### src/rtl/tl_ul_initiator.sv
// rtl/tl_ul_initiator.sv - single-outstanding TileLink-UL initiator; optional D-wait timeout via TL_TIMEOUT_EN
module tl_ul_initiator #(
  parameter int unsigned AW     = 32,
  parameter int unsigned DW     = 128,
  parameter logic [2:0]  SRC_ID = 3'd0,
  parameter int unsigned TMO    = 1024
) (
  input  logic            clk,
  input  logic            rst,
  input  logic            req_valid,
  output logic            req_ready,
  input  logic            req_wen,
  input  logic [AW-1:0]   req_addr,
  input  logic [7:0]      req_size,
  input  logic [DW-1:0]   req_wdata,
  input  logic [DW/8-1:0] req_wmask,
  output logic            rsp_valid,
  input  logic            rsp_ready,
  output logic [DW-1:0]   rsp_rdata,
  output logic            rsp_err,
  output logic            a_valid,
  input  logic            a_ready,
  output logic [2:0]      a_opcode,
  output logic [2:0]      a_param,
  output logic [7:0]      a_size,
  output logic [2:0]      a_source,
  output logic [AW-1:0]   a_address,
  output logic [DW/8-1:0] a_mask,
  output logic [DW-1:0]   a_data,
  output logic            a_corrupt,
  input  logic            d_valid,
  output logic            d_ready,
  input  logic [2:0]      d_opcode,
  input  logic [1:0]      d_param,
  input  logic [7:0]      d_size,
  input  logic [2:0]      d_source,
  input  logic [2:0]      d_sink,
  input  logic            d_denied,
  input  logic [DW-1:0]   d_data,
  input  logic            d_corrupt
);
  localparam int unsigned MW  = DW / 8;
  localparam int unsigned LGM = $clog2(MW);

  typedef enum logic [1:0] {IDLE, A_SEND, D_WAIT, RSP} state_t;

  state_t state_q, state_d;
  logic   wen_q;
  logic   tmo_hit;

  logic          size_ok, req_bad, full_mask;
  int unsigned   nbytes, off;
  logic [MW-1:0] win;
  logic [2:0]    req_opcode;
  logic [MW-1:0] req_mask;

  // Fields TileLink defines but this initiator has no use for.
  logic unused_d_fields;
  assign unused_d_fields = ^{d_param, d_size, d_sink};

  assign req_ready = (state_q == IDLE);
  assign a_valid   = (state_q == A_SEND);
  assign d_ready   = (state_q == D_WAIT);
  assign rsp_valid = (state_q == RSP);
  assign a_param   = 3'd0;
  assign a_source  = SRC_ID;
  assign a_corrupt = 1'b0;

  // Byte window addressed by the request decides opcode and lane mask.
  always_comb begin
    size_ok = (req_size <= 8'(LGM));
    nbytes  = size_ok ? (32'd1 << req_size) : 32'd0;
    off     = 32'(req_addr[LGM-1:0]);
    req_bad = !size_ok || ((req_addr & AW'(nbytes - 32'd1)) != '0);
    win     = '0;
    for (int unsigned i = 0; i < MW; i++) begin
      win[i] = (i >= off) && (i < off + nbytes);
    end
    full_mask  = ((req_wmask & win) == win);
    req_opcode = !req_wen ? 3'd4 : (full_mask ? 3'd0 : 3'd1);
    req_mask   = (!req_wen || full_mask) ? win : (req_wmask & win);
  end

`ifdef TL_TIMEOUT_EN
  localparam int unsigned TW = (TMO > 1) ? $clog2(TMO) : 1;
  logic [TW-1:0] tmo_cnt;

  always_ff @(posedge clk or posedge rst) begin
    if (rst) begin
      tmo_cnt <= '0;
    end else if (state_q == A_SEND) begin
      tmo_cnt <= '0;
    end else if (state_q == D_WAIT) begin
      tmo_cnt <= tmo_cnt + TW'(1);
    end
  end

  assign tmo_hit = (state_q == D_WAIT) && !d_valid && (tmo_cnt == TW'(TMO - 1));
`else
  assign tmo_hit = 1'b0;
`endif

  always_ff @(posedge clk or posedge rst) begin
    if (rst) state_q <= IDLE;
    else     state_q <= state_d;
  end

  always_comb begin
    state_d = state_q;
    unique case (state_q)
      IDLE:    if (req_valid) state_d = req_bad ? RSP : A_SEND;
      A_SEND:  if (a_ready) state_d = D_WAIT;
      D_WAIT:  if (d_valid || tmo_hit) state_d = RSP;
      RSP:     if (rsp_ready) state_d = IDLE;
      default: state_d = IDLE;
    endcase
  end

  always_ff @(posedge clk or posedge rst) begin
    if (rst) begin
      wen_q     <= 1'b0;
      a_opcode  <= 3'd0;
      a_size    <= 8'd0;
      a_address <= '0;
      a_mask    <= '0;
      a_data    <= '0;
      rsp_rdata <= '0;
      rsp_err   <= 1'b0;
    end else begin
      if (state_q == IDLE && req_valid) begin
        wen_q <= req_wen;
        if (req_bad) begin
          rsp_err   <= 1'b1;
          rsp_rdata <= '0;
        end else begin
          a_opcode  <= req_opcode;
          a_size    <= req_size;
          a_address <= req_addr;
          a_mask    <= req_mask;
          a_data    <= req_wen ? req_wdata : '0;
        end
      end
      if (state_q == D_WAIT && d_valid) begin
        rsp_err   <= d_denied | d_corrupt | (d_source != SRC_ID) |
                     (wen_q ? (d_opcode != 3'd0) : (d_opcode != 3'd1));
        rsp_rdata <= wen_q ? '0 : d_data;
      end else if (tmo_hit) begin
        rsp_err   <= 1'b1;
        rsp_rdata <= '0;
      end
    end
  end

endmodule
### config.mk
export PLATFORM = sky130hd
export DESIGN_NAME = tl_ul_initiator
export DESIGN_NICKNAME = d
export VERILOG_FILES = /design/src/rtl/tl_ul_initiator.sv
export SDC_FILE = /design/constraint.sdc
export NUM_CORES = 1
export LEC_CHECK = 0
export BUFFER_PORTS_ARGS = -buffer_cell sky130_fd_sc_hd__buf_2
export CAP_MARGIN = 20
export CORE_AREA = 8 8 254 256
export CTS_BUF_LIST = sky130_fd_sc_hd__clkbuf_8
export CTS_CLUSTER_SIZE = 8
export DETAILED_ROUTE_END_ITERATION = 16
export DIE_AREA = 0 0 262 264
export PLACE_DENSITY_LB_ADDON = 0.12
export SYNTH_ARGS = -nofsm -noshare
export SYNTH_HDL_FRONTEND = slang
export SYNTH_SLANG_ARGS = --single-unit
### constraint.sdc
create_clock -name clk -period 29.3 [get_ports clk]
set_input_delay 4.395 -clock clk [delete_from_list [all_inputs] [get_ports clk]]
set_output_delay 4.395 -clock clk [all_outputs]
set_load 0.02 [all_outputs]
==> results of run 1 <==
cell usage after synthesis (all sizes together) (3+ instances only):
library cell / count
a2111oi: 3
a211oi: 6
a21o: 4
a21oi: 30
a22o: 128
and2: 6
and3: 4
buf: 45
clkbuf: 55
dfrtp: 318
ha: 10
inv: 28
mux2: 20
mux2i: 3
nand2: 320
nand2b: 3
nand4: 4
nor2: 19
nor3: 8
nor3b: 3
nor4: 6
o211ai: 4
o21ai: 154
o221ai: 3
o31ai: 4
o41ai: 3
or2: 4
xnor2: 3
worst min-delay path, delay by kind of cell (launching register included):
kind / cells / cell delay [ns]
flops: 1 / 0.33
simple gates: 2 / 0.10
metrics by stage:
| step | utilization (%) | hold slack, ns | power (uW) |
|---|---|---|---|
| floorplan | - | 0.491 | 733 |
| global placement | 27.9 | 0.451 | 866 |
| detailed placement | 27.9 | 0.451 | 868 |
| CTS | 29.8 | 0.463 | 1310 |
| global route | 29.8 | 0.483 | 1350 |
| finish | 29.9 | 0.462 | 1280 |
worst paths after layout:
kind / slack, ns / from / depth (start not counted) / to
max in group asynchronous: 23.43 / rst / 4 / a_data[24]
min reg2reg: 0.46 / a_address[29] / 2 / a_address[29]
min: 0.46 / a_address[29] / 2 / a_address[29]
max reg2reg: 25.58 / state_q[0] / 7 / a_address[26]
max: 20.73 / req_size[5] / 13 / a_address[26]
min in group asynchronous: 3.85 / rst / 2 / a_address[21]
metal layers:
| metal | wire, um | share of wire, % | vias up | track usage [%] |
|---|---|---|---|---|
| met3 | 6060 | 11 | 110 | 6.65 |
| li1 | - | - | 5542 | - |
| met2 | 27500 | 48 | 493 | 26.3 |
| met5 | 87 | 0.15 | - | 0 |
| met4 | 1510 | 2.7 | 14 | 5.29 |
| met1 | 21900 | 38 | 5662 | 17.8 |
cells by family after synthesis:
family / after synthesis
simple gates: 385
flops: 318
buf+inv: 128
compound gates: 361
mux: 23
xor+xnor: 4
other cells: 1
fa+ha+maj: 11
area by class of cell:
| class | instances | area [um2] |
|---|---|---|
| fillers | 6592 | 42700 |
| flip-flops and latches | 318 | 7960 |
| multi-input cells | 792 | 4560 |
| repair buffers | 657 | 3320 |
| clock buffers | 76 | 1050 |
| well taps | 790 | 988 |
| clock inverters | 28 | 121 |
| inverters | 28 | 113 |
| diodes | 19 | 47.5 |
report_power, final:
part | internal (uW) | switching (uW)
combinational | 118 | 213
clock | 230 | 196
sequential | 496 | 28.0
layout by cell type, fill, tap and decap left out, types with 3 or more instances in the layout:
cell and instances:
a21o_1 4, inv_1 51, buf_2 644, nor4_1 5
mux2_2 19, conb_1 8, ha_1 10, nor3_1 7
o211ai_1 4, and3_1 4, clkbuf_8 76, nand2b_1 3
mux2i_1 3, a22o_1 128, o221ai_1 3, diode_2 19
and2_1 6, o31ai_1 4, nand2_1 320, dfrtp_1 318
nand4_1 4, or2_2 4, a21oi_1 28, clkinv_2 3
buf_4 13, nor2_1 18, o21ai_0 154, o41ai_1 3
xnor2_1 3, a211oi_1 4
sequential cells by signal, indices dropped and copies added (netlist names):
name	count
a_opcode	2
rsp_rdata	128
state_q	2
a_mask	16
rsp_err	1
a_size	8
a_address	32
wen_q	1
a_data	128
==> summary.txt, run 1 <==
Outcome
  • Status: completed

Synth
  • Synth Area in Adders: 1.11%
  • Compound-cell area share of the yosys netlist: 18.9%
  • Post-Synthesis Cells: 1231
  • Yosys top cell by area: dfrtp_1
  • Sequential share of the synthesized area: 61.1%
  • Post-synthesis mux area share: 1.96%
  • Main synth FF type: dfrtp_1
  • Yosys warning count: 0
  • Library cells used by synthesis: 63
  • Register bit count reported by yosys: 318
  • Largest family of logic cells by synthesized area: compound AO/OA/AOI/OAI gates
  • XOR/XNOR Fraction of Synth Area: 0.269%
  • EDFF count, synth: 0
  • Synth Area per Inst: 10.6 um2
  • Yosys top cell area share: 61.1%
  • Post-synthesis simple-gate area fraction: 12.2%
  • Async S/R FF share, synth: 100%
  • Synth top area cells: dfrtp_1, nand2_1, a22o_1, o21ai_0, mux2_2
  • Post-Syn Area: 13000 um2

Timing
  • Minimum clock period: 8.57 ns
  • Final hold vios: 0
  • Worst-Margin Slew: 1.11 ns
  • Setup ws final: 20.73 ns
  • Clk_skew: 0.0341 ns
  • RSZ-0062 raised after global routing: no
  • Final-report setup violation count: 0
  • Relative slew slack: 25.7%
  • Slew Limit Fails: 0
  • Setup TNS: 0 ns
  • Fmax: 117 MHz
  • Period utilisation layout: 29.2%

Routing
  • Routed len/inst: 21.0 um
  • Post-route DRC: 0
  • Detail Route Antenna Nets: 0
  • Post-Route WL: 57000 um
  • Vias: 11821
  • DR vias/cell: 4.37
  • First DRT Iteration DRCs: 794
  • Drt pass-1 iters: 5

Cells and area
  • Fraction of layout instances using a drive strength above 1: 40.8%
  • Final Non-Filler Cells: 2708
  • Cell area after layout: 18100 um2
  • P&R area growth vs syn: 39.3%
  • Fin nets: 2209

Worst setup path
  • CP endpoint kind: register
  • Worst path cell trace: buf_2 > or4_4 > nor3_1 > nand2_1 > or2_2 > ha_1 > inv_1 > a2111oi_0 > o211ai_1 > a211o_4 > buf_4 > buf_4 > mux2_2
  • Worst setup SP type: input port
  • WP buf/inv: 4
  • Worst-path maximum fanout: 88
  • Worst endpoint required time: 29.80 ns
  • Crit path DAT: 9.07 ns
  • Worst path slowest cell: buf_4
  • Most frequent CP cell: buf_4
  • Worst path max stage delay: 0.89 ns
  • Family with the most delay on the worst path: buffers and inverters
  • Critical path class: in -> reg

Placement
  • Placed inst area: 16900 um2
  • Post-place setup slack: 20.04 ns
  • DP Cell Count: 2585
  • Port bufs: 645
  • Final HPWL DP: 41700 um
  • Final Wtd Congestion: 0.772

Pwr
  • Leakage power total: 0.00999 uW
  • Maximum vdd drop: 0.0000336 V
  • Power density cells: 70.6 nW/um2

Global routing
  • Gr ovfl total: 0
  • Global-route wire length before repair: 83200 um
  • Total GRT Usage: 15.7%
  • Vias in the first global route: 12364
  • Initial antenna violation count: 30
  • Largest net degree at the start of global routing: 94

Die
  • FP Rows: 91
  • Core footprint: 60800 um2
  • Die area: 69200 um2
  • I/O pin count: 667
  • Vert. Die Dim: 264 um
  • Die W: 262 um
  • Initial core utilization: 21.4%

Clocking
  • H-tree depth: 2
  • Sinks on Clock Net: 318
  • CTS buffer count: 61
  • CTS tree: done
  • Post_cts resized: 0
  • Post-CTS Setup Inserts: 0
  • CTS max path bufs: 3
  • Clk root buf: clkbuf_8
  • Clock Latency Late Sink: 0.65 ns
  • Clk slew on worst S/H paths: 0.06 ns
  • # hold bufs at CTS: 0

Job
  • # Max-Cap Violations: 0

Min path
  • Worst Hold Class: reg -> reg
No activity file was read; power rests on OpenSTA's default activity.
==> run 2: changes to the inputs <==
==> constraint.sdc (replaced) <==
create_clock -name clk -period 8.2 [get_ports clk]
set_input_delay 1.23 -clock clk [delete_from_list [all_inputs] [get_ports clk]]
set_output_delay 1.23 -clock clk [all_outputs]
set_load 0.02 [all_outputs]
==> summary.txt, run 2 (same netlist as run 1, synthesis figures left out) <==
Outcome
  • Status: completed (unchanged)

Worst setup path
  • Critical path class: in -> reg (unchanged)
  • Flop-to-flop setup slack: 5.17 ns (was 25.58 ns)
  • Crit path DAT: 5.49 ns (was 9.07 ns)
  • Worst setup SP type: input port (unchanged)
  • CP endpoint kind: register (unchanged)
  • Reg2reg path depth: 6 (was 7)
  • Worst-path maximum fanout: 16 (was 88)
  • Worst endpoint required time: 8.69 ns (was 29.80 ns)

Timing
  • Slew Limit Fails: 0 (unchanged)
  • Final-report setup violation count: 0 (unchanged)
  • Worst-Margin Slew: 1.07 ns (was 1.11 ns)
  • Relative slew slack: 28.8% (was 25.7%)
  • RSZ-0062 raised after global routing: no (unchanged)
  • Clk_skew: 0.0325 ns (was 0.0341 ns)
  • Fmax: 200 MHz
  • Minimum clock period: 5.00 ns
  • Final hold vios: 0 (unchanged)
  • Period utilisation layout: 61.0%
  • Setup TNS: 0 ns (unchanged)

Pwr
  • Sw Share: 33.5% (was 34.1%)
  • Maximum vdd drop: 0.000106 V (was 0.0000336 V)
  • Leakage power total: 0.0100 uW (was 0.00999 uW)
  • Psw: 1560 uW (was 437 uW)
  • Combinational share of power: 25.6% (was 25.9%)
  • Total power: 4660 uW (was 1280 uW)
  • Power density cells: 255 nW/um2 (was 70.6 nW/um2)
  • Flop pwr share: 40.2% (was 40.9%)
  • Int Pwr: 3090 uW (was 845 uW)
  • Clock share of power: 34.3% (was 33.3%)

Routing
  • Drt pass-1 iters: 5 (unchanged)
  • Detail Route Antenna Nets: 0 (unchanged)
  • Post-route DRC: 0 (unchanged)
  • First DRT Iteration DRCs: 719 (was 794)
  • Post-Route WL: 55800 um (was 57000 um)
  • DR vias/cell: 4.38 (was 4.37)
  • Routed len/inst: 20.6 um (was 21.0 um)
  • Vias: 11849 (was 11821)

Placement
  • Final Wtd Congestion: 0.772 (about the same)
  • Port bufs: 645 (unchanged)
  • Final HPWL DP: 40400 um (was 41700 um)

Clocking
  • CTS buffer count: 60 (was 61)
  • Sinks on Clock Net: 318 (unchanged)
  • Clk slew on worst S/H paths: 0.06 ns (about the same)
  • Clock Latency Late Sink: 0.62 ns (was 0.65 ns)
  • Post-CTS Setup Inserts: 0 (unchanged)
  • Post_cts resized: 0 (unchanged)
  • CTS tree: done (unchanged)
  • H-tree depth: 2 (unchanged)
  • CTS max path bufs: 3 (unchanged)
  • Clk root buf: clkbuf_8 (unchanged)
  • # hold bufs at CTS: 0 (unchanged)

Min path
  • Worst Hold Class: reg -> reg (unchanged)
  • Cells on Worst Hold Path: 2 (unchanged)

Die
  • Die W: 262 um (unchanged)
  • Initial core utilization: 21.4% (unchanged)
  • Vert. Die Dim: 264 um (unchanged)
  • Die area: 69200 um2 (unchanged)
  • I/O pin count: 667 (unchanged)
  • FP Rows: 91 (unchanged)
  • Core footprint: 60800 um2 (unchanged)

Cells and area
  • Fin nets: 2207 (was 2209)
  • Most frequent cells in the layout: buf_2, nand2_1, dfrtp_1, o21ai_0, a22o_1 (unchanged)
  • Fraction of layout instances using a drive strength above 1: 40.8% (about the same)
  • Biggest regs: a_data: 128 flops, rsp_rdata: 128 flops, a_address: 32 flops (unchanged)
  • P&R area growth vs syn: 40.0% (was 39.3%)
  • Most common cell after layout, fill and taps aside: buf_2 (unchanged)
  • Final core occ: 30.0% (was 29.9%)

Global routing
  • Gr ovfl total: 0 (unchanged)
  • Total GRT Usage: 15.4% (was 15.7%)
  • Vias in the first global route: 12332 (was 12364)
  • Global-route wire length before repair: 81700 um (was 83200 um)
  • Largest net degree at the start of global routing: 165 (was 94)
  • Initial antenna violation count: 25 (was 30)

Job
  • # Max-Cap Violations: 0 (unchanged)
## run 2: path summary, 6_finish.rpt
check,to,start
max,a_mask[10],req_size[5]
min,a_address[31],a_address[31]
max reg2reg,rsp_rdata[74],state_q[0]
min reg2reg,a_address[31],a_address[31]
max in group asynchronous,rsp_rdata[99],rst
min in group asynchronous,a_data[9],rst
## run 2: cell type report
cell class	count	area (um2)
diodes	15	37.5
clock buffers	70	963
clock inverters	37	260
fillers	6607	42600
inverters	28	109
multi-input cells	792	4560
flip-flops and latches	318	7960
well taps	790	988
repair buffers	656	3360
## run 2: stage by stage
| step | setup WS [ns] | area (um2) | hold slack, ns | std cells |
|---|---|---|---|---|
| finish | 3.20 | 18200 | 0.461 | 2706 |
| global route | 2.91 | 18200 | 0.488 | 2699 |
| CTS | 3.28 | 18200 | 0.463 | 2691 |
| detailed placement | 2.57 | 17000 | 0.450 | 2584 |
| global placement | 2.62 | 16900 | 0.451 | 2583 |
| floorplan | 2.73 | 13100 | 0.491 | 1238 |
## run 2: worst max-delay path, cell delays in order
cell	delay (ns)
buf_2	0.11
or4_4	0.56
nor3_1	0.26
nand2_1	0.08
or2_2	0.29
ha_1	0.28
inv_1	0.04
a2111oi_0	0.43
o211ai_1	0.37
a21oi_2	0.39
and3_1	0.65
o311a_1	0.66
a21oi_1	0.14
## run 2: per-layer routing
layer / track usage (%) / share of wire [%] / vias to the layer above
li1: - / - / 5534
met1: 17.6 / 39 / 5718
met2: 25.5 / 48 / 488
met3: 6.91 / 11 / 89
met4: 4.66 / 2.2 / 20
met5: 0 / 0.24 / -
## run 2: power groups by stage
stage / logic (uW) / clock network [uW] / registers (uW)
floorplan: 490 / 0 / 2130
global placement: 1220 / 0 / 1890
detailed placement: 1210 / 0 / 1900
CTS: 1220 / 1670 / 1870
global route: 1290 / 1740 / 1890
finish: 1190 / 1600 / 1870
